--- src/rtl/uart_rx_fifo.sv ---
// uart_rx_fifo: 8-bit UART receiver with framing/parity checks
// and a small first-word-fall-through byte FIFO on the read side.
module uart_rx_fifo #(
    parameter int CLKS_PER_BIT = 10417,
    parameter bit PARITY_EN    = 1'b1,
    parameter bit PARITY_ODD   = 1'b0,
    parameter int FIFO_DEPTH   = 4
) (
    input  logic                          clk,
    input  logic                          rst,
    input  logic                          rx,
    output logic [7:0]                    rx_data,
    output logic                          rx_valid,
    input  logic                          rx_ready,
    output logic                          frame_err,
    output logic                          parity_err,
    output logic                          overrun,
    output logic                          busy,
    output logic [$clog2(FIFO_DEPTH):0]   fifo_count
);

    localparam int AW = $clog2(FIFO_DEPTH);
    localparam int CW = $clog2(CLKS_PER_BIT);

    localparam logic [CW-1:0] CNT_LAST = CW'(CLKS_PER_BIT - 1);
    localparam logic [CW-1:0] CNT_MID  = CW'(CLKS_PER_BIT / 2 - 1);
    localparam logic [AW:0]   CNT_FULL = (AW + 1)'(FIFO_DEPTH);

    localparam logic [2:0] S_IDLE   = 3'd0;
    localparam logic [2:0] S_START  = 3'd1;
    localparam logic [2:0] S_DATA   = 3'd2;
    localparam logic [2:0] S_PARITY = 3'd3;
    localparam logic [2:0] S_STOP   = 3'd4;
    localparam logic [2:0] S_BREAK  = 3'd5;

    logic          rx_meta;
    logic          rx_s;
    logic [2:0]    state;
    logic [CW-1:0] cnt;
    logic [2:0]    bit_idx;
    logic [7:0]    shreg;
    logic          par_bit;

    logic [7:0]    mem [FIFO_DEPTH];
    logic [AW-1:0] wr_ptr;
    logic [AW-1:0] rd_ptr;
    logic [AW:0]   count;

    logic          stop_hit;
    logic          exp_par;
    logic          frame_bad;
    logic          par_bad;
    logic          good;
    logic          full;
    logic          pop;
    logic          push;

    // Two-flop synchroniser; the line idles high, so reset to 1
    always_ff @(posedge clk) begin
        if (rst) begin
            rx_meta <= 1'b1;
            rx_s    <= 1'b1;
        end else begin
            rx_meta <= rx;
            rx_s    <= rx_meta;
        end
    end

    // Frame state machine with per-bit counter, cleared on each state change
    always_ff @(posedge clk) begin
        if (rst) begin
            state   <= S_IDLE;
            cnt     <= '0;
            bit_idx <= '0;
            shreg   <= '0;
            par_bit <= 1'b0;
        end else begin
            unique case (state)
                S_IDLE: begin
                    cnt <= '0;
                    if (!rx_s) begin
                        state <= S_START;
                    end
                end
                S_START: begin
                    if (cnt == CNT_MID) begin
                        cnt     <= '0;
                        bit_idx <= '0;
                        state   <= rx_s ? S_IDLE : S_DATA;
                    end else begin
                        cnt <= cnt + 1'b1;
                    end
                end
                S_DATA: begin
                    if (cnt == CNT_LAST) begin
                        cnt     <= '0;
                        shreg   <= {rx_s, shreg[7:1]};
                        bit_idx <= bit_idx + 1'b1;
                        if (bit_idx == 3'd7) begin
                            state <= PARITY_EN ? S_PARITY : S_STOP;
                        end
                    end else begin
                        cnt <= cnt + 1'b1;
                    end
                end
                S_PARITY: begin
                    if (cnt == CNT_LAST) begin
                        cnt     <= '0;
                        par_bit <= rx_s;
                        state   <= S_STOP;
                    end else begin
                        cnt <= cnt + 1'b1;
                    end
                end
                S_STOP: begin
                    if (cnt == CNT_LAST) begin
                        cnt   <= '0;
                        state <= rx_s ? S_IDLE : S_BREAK;
                    end else begin
                        cnt <= cnt + 1'b1;
                    end
                end
                S_BREAK: begin
                    cnt <= '0;
                    if (rx_s) begin
                        state <= S_IDLE;
                    end
                end
                default: begin
                    cnt   <= '0;
                    state <= S_IDLE;
                end
            endcase
        end
    end

    // Stop-sample verdict: framing beats parity, parity beats a push
    always_comb begin
        stop_hit  = (state == S_STOP) && (cnt == CNT_LAST);
        exp_par   = (^shreg) ^ PARITY_ODD;
        frame_bad = stop_hit && !rx_s;
        par_bad   = stop_hit && rx_s && PARITY_EN && (par_bit != exp_par);
        good      = stop_hit && rx_s && !par_bad;
        full      = (count == CNT_FULL);
        pop       = rx_valid && rx_ready;
        push      = good && (!full || pop);
    end

    // Error pulses, registered so each event is one clean cycle
    always_ff @(posedge clk) begin
        if (rst) begin
            frame_err  <= 1'b0;
            parity_err <= 1'b0;
            overrun    <= 1'b0;
        end else begin
            frame_err  <= frame_bad;
            parity_err <= par_bad;
            overrun    <= good && full && !pop;
        end
    end

    // Storage array is not reset; validity comes from the pointers
    always_ff @(posedge clk) begin
        if (push) begin
            mem[wr_ptr] <= shreg;
        end
    end

    // FIFO pointers and occupancy
    always_ff @(posedge clk) begin
        if (rst) begin
            wr_ptr <= '0;
            rd_ptr <= '0;
            count  <= '0;
        end else begin
            if (push) begin
                wr_ptr <= wr_ptr + 1'b1;
            end
            if (pop) begin
                rd_ptr <= rd_ptr + 1'b1;
            end
            unique case ({push, pop})
                2'b10:   count <= count + 1'b1;
                2'b01:   count <= count - 1'b1;
                default: count <= count;
            endcase
        end
    end

    assign rx_valid   = (count != '0);
    assign rx_data    = rx_valid ? mem[rd_ptr] : 8'h00;
    assign busy       = (state != S_IDLE);
    assign fifo_count = count;

endmodule
--- config.mk ---
export PLATFORM = sky130hd
export DESIGN_NAME = uart_rx_fifo
export DESIGN_NICKNAME = d
export VERILOG_FILES = /design/src/rtl/uart_rx_fifo.sv
export SDC_FILE = /design/constraint.sdc
export NUM_CORES = 1
export LEC_CHECK = 0
export BUFFER_PORTS_ARGS = -buffer_cell sky130_fd_sc_hd__buf_2
export CAP_MARGIN = 10
export CORE_ASPECT_RATIO = 1.25
export CORE_UTILIZATION = 65
export DETAILED_ROUTE_END_ITERATION = 10
export GPL_TIMING_DRIVEN = 0
export HOLD_SLACK_MARGIN = 0.15
export PLACE_DENSITY = 0.92
export SLEW_MARGIN = 5
export SYNTH_ARGS = -nofsm -noshare
export SYNTH_HDL_FRONTEND = slang
export SYNTH_SLANG_ARGS = --single-unit
--- constraint.sdc ---
create_clock -name clk -period 4.25 [get_ports clk]
set_clock_uncertainty 0.2 [all_clocks]
set_input_delay 0.6375 -clock clk [delete_from_list [all_inputs] [get_ports clk]]
set_output_delay 0.6375 -clock clk [all_outputs]
set_load 0.005 [all_outputs]
==> results.yml <==
status:
  status: "finished clean"
floorplanning:
  die_h_um: 83.7
  rows: 29
  core_area_mm2: 0.00512
  die_x_um: 67.4
  start_util_pct: 67.9
  die-area_mm2: 0.00564
  io_pins: 20
setup_path:
  path_class: "flop to flop"
  reg2reg_from: "cnt[0]"
  ff2ff_path_depth: 12
  cp_max_fo: 8
  critPathCaptureType: "flop"
  worstSetupStartpointType: "flop"
  cp_data_arrival_time_ns: 3.44
  critPathLaunch: "cnt[0]"
  rrSetupSlack_ns: 0.88
  regToRegEndpoint: "fifo_count[2]"
  worstPathRequired_ns: 4.32
pwr:
  power_density_mw_per_mm2: 419
  leakage_nw: 1.34
  irDropWorstVdd_uv: 316
  total_power_mw: 1.60
cts:
  cts_sinks: 75
  clock_tree.buffer_depth: 2
  cts_resized: 0
  ctsRootBufferMaster: "clkbuf_8"
  cts_tree: "built"
  cts_max_level: 3
  cts_buffers: 9
  holdBufCountCts: 0
  clk_pin_slew_ns: 0.08
  worstSkewPairLatency_ns: 0.34
  post_cts_buffers: 0
place:
  place.detailed.hpwl_um: 4590
  routabilityCongestion: 0.799
  io_buffers: 19
sta:
  fmax_ghz: 0.297
  drv_slew: 0
  post-route-period-util_pct: 79.3
  setup_viol: 0
  setup-tns-final_ns: 0
  rsz0062_at_grt: "no"
  tightest_slew_ns: 0.863
  relSlewSlack_pct: 42.2
  final-hold-violation-count: 0
  period_minus_slack_ns: 3.37
global_route:
  grt_overflow: 0
  grt_max_degree: 13
  grt_pass1_wl_um: 10700
  grt_pass1_vias: 2318
  antenna_found_initial: 0
  grtUsageTotal_pct: 25.8
finish:
  drive_gt1_share_pct: 14.9
  antenna_cells: 0
  nets: 350
  fill_cells: 348
  area_delta_synth_final_pct: 9.72
worst_hold_path:
  worstHoldPathType: "flop to flop"
  hp-start: "rx_meta"
  holdPathStages: 1
  hold_end: "rx_s"
synthesis:
  synth_top_area_cell: "edfxtp_1"
  synthCells: 307
  yosys-top-cells-area: "edfxtp_1 (28%), dfxtp_1 (25%), mux4_2 (5.2%)"
  syn-num-nets: 320
  yosys_register_bits: 75
  yosysTopAreaCellShare_pct: 27.7
  synth_warnings: 0
  synthArstFlopShare_pct: 0
  ys.flop_type: "dfxtp_1"
  synth_enable_flop_cells: 32
  synth_area_per_cell_um2: 11.3
  synth_cell_types: 51
  syn_area_mm2: 0.00347
  ys_seq_area_share_pct: 52.4
detailed_routing:
  detail_route.first_pass.iterations: 4
  drc: 0
  first_iter_violations: 203
  antenna_left: 0
  viasPerCell: 5.81
  num_vias: 2347
  wl_per_cell_um: 16.0
  routed_wl_um: 6460
flow_run:
  maxCapViolCount: 0
## power breakdown
group	switching (mW)	internal (mW)
logic	0.181	0.154
clock network	0.238	0.228
registers	0.0246	0.772
total	0.443	1.15
## registers in the layout, summed over array words and instances, names as in the netlist, named ones only
register    count
mem            32
cnt            14
shreg           8
bit_idx         3
fifo_count      3
state           3
rd_ptr          2
wr_ptr          2
frame_err       1
overrun         1
par_bit         1
parity_err      1
rx_meta         1
rx_s            1
## synthesized netlist by cell type, types with 2 or more instances
cell type	n
dfxtp_1	43
nor2_1	40
edfxtp_1	32
and2_1	16
nand2_1	15
clkbuf_1	12
mux2i_1	12
xor2_1	12
inv_1	9
xnor2_1	9
ha_1	8
mux4_2	8
a21oi_1	7
nand3_1	7
nor2b_1	7
o21ai_0	6
nand4_1	5
and4_1	4
nand2b_1	4
nor3b_1	4
nand3b_1	3
nor3_1	3
nor4bb_1	3
or3_1	3
or4_1	3
a31oi_1	2
buf_2	2
mux2_2	2
nor4b_1	2
or2_1	2
or2_2	2
## layout by cell type, fill, tap and decap left out, drive strengths merged, types with 5 or more instances in the layout
master / netlist / layout
nand4: 5 / 5
inv: 9 / 9
nor2: 40 / 40
ha: 8 / 8
xor2: 13 / 13
dfxtp: 43 / 43
nand3: 7 / 7
o21ai: 7 / 7
clkbuf: 12 / 26
and2: 17 / 17
nor2b: 7 / 7
a21oi: 7 / 7
nand2: 15 / 15
edfxtp: 32 / 32
mux4: 8 / 8
xnor2: 9 / 9
buf: 2 / 21
mux2i: 12 / 12
## through the flow
step / setup WS [ns] / std cells / utilization [%] / hold slack, ns / cell area (um2)
6_report: 0.881 / 404 / 74.5 / 0.219 / 3810
5_1_grt: 0.688 / 404 / 74.5 / 0.228 / 3810
4_1_cts: 0.893 / 404 / 74.5 / 0.221 / 3810
3_5_place_dp: 0.920 / 388 / 71.3 / 0.206 / 3650
3_3_place_gp: 1.05 / 388 / 71.3 / 0.195 / 3650
2_1_floorplan: 1.34 / 307 / - / 0.189 / 3470
## worst max-delay path, cell delays in order, from the launching register on
cell and delay [ns]:
dfxtp_1 0.45, inv_1 0.08, ha_1 0.19, and3b_1 0.20, nand4_1 0.17, or2_1 0.13
clkbuf_1 0.29, nand2b_1 0.21, nand2_1 0.10, fa_1 0.44, or4_4 0.53, a21o_1 0.19
a31oi_1 0.12
## area by class of cell
type / instances / area, um2 / area share [%]
Timing Repair Buffer: 19 / 95.1 / 2.49
Multi-Input combinational cell: 209 / 1560 / 41.0
Clock inverter: 2 / 12.5 / 0.328
Clock buffer: 14 / 153 / 4.00
Sequential cell: 75 / 1820 / 47.8
Buffer: 14 / 55.1 / 1.44
Tap cell: 62 / 77.6 / 2.03
Inverter: 9 / 33.8 / 0.886
## metal layers
| metal | vias up | track usage [%] | share of wire [%] |
|---|---|---|---|
| li1 | 1146 | - | - |
| met5 | - | 0 | 0 |
| met2 | 61 | 41.9 | 51 |
| met3 | 7 | 8.20 | 4.1 |
| met1 | 1133 | 31.5 | 43 |
| met4 | 0 | 9.48 | 1.0 |
## how the worst max path moves through the flow
| stage | endpoint | slack [ns] | depth (start not counted) |
|---|---|---|---|
| after detailed placement | fifo_count[2] | 0.92 | 12 |
| final | fifo_count[2] | 0.88 | 12 |
| after global routing | fifo_count[1] | 0.69 | 13 |
| after global placement | fifo_count[2] | 1.05 | 12 |
| after floorplan | fifo_count[2] | 1.34 | 12 |
| after CTS | fifo_count[2] | 0.89 | 12 |
## kinds of logic after synthesis
kind of cell,synth area share [%]
simple gates,21.4
xor+xnor,6.45
fa+ha+maj,3.46
flops,52.4
mux,9.29
compound gates,4.43
buf+inv,2.56
No activity file was read; power rests on OpenSTA's default activity.
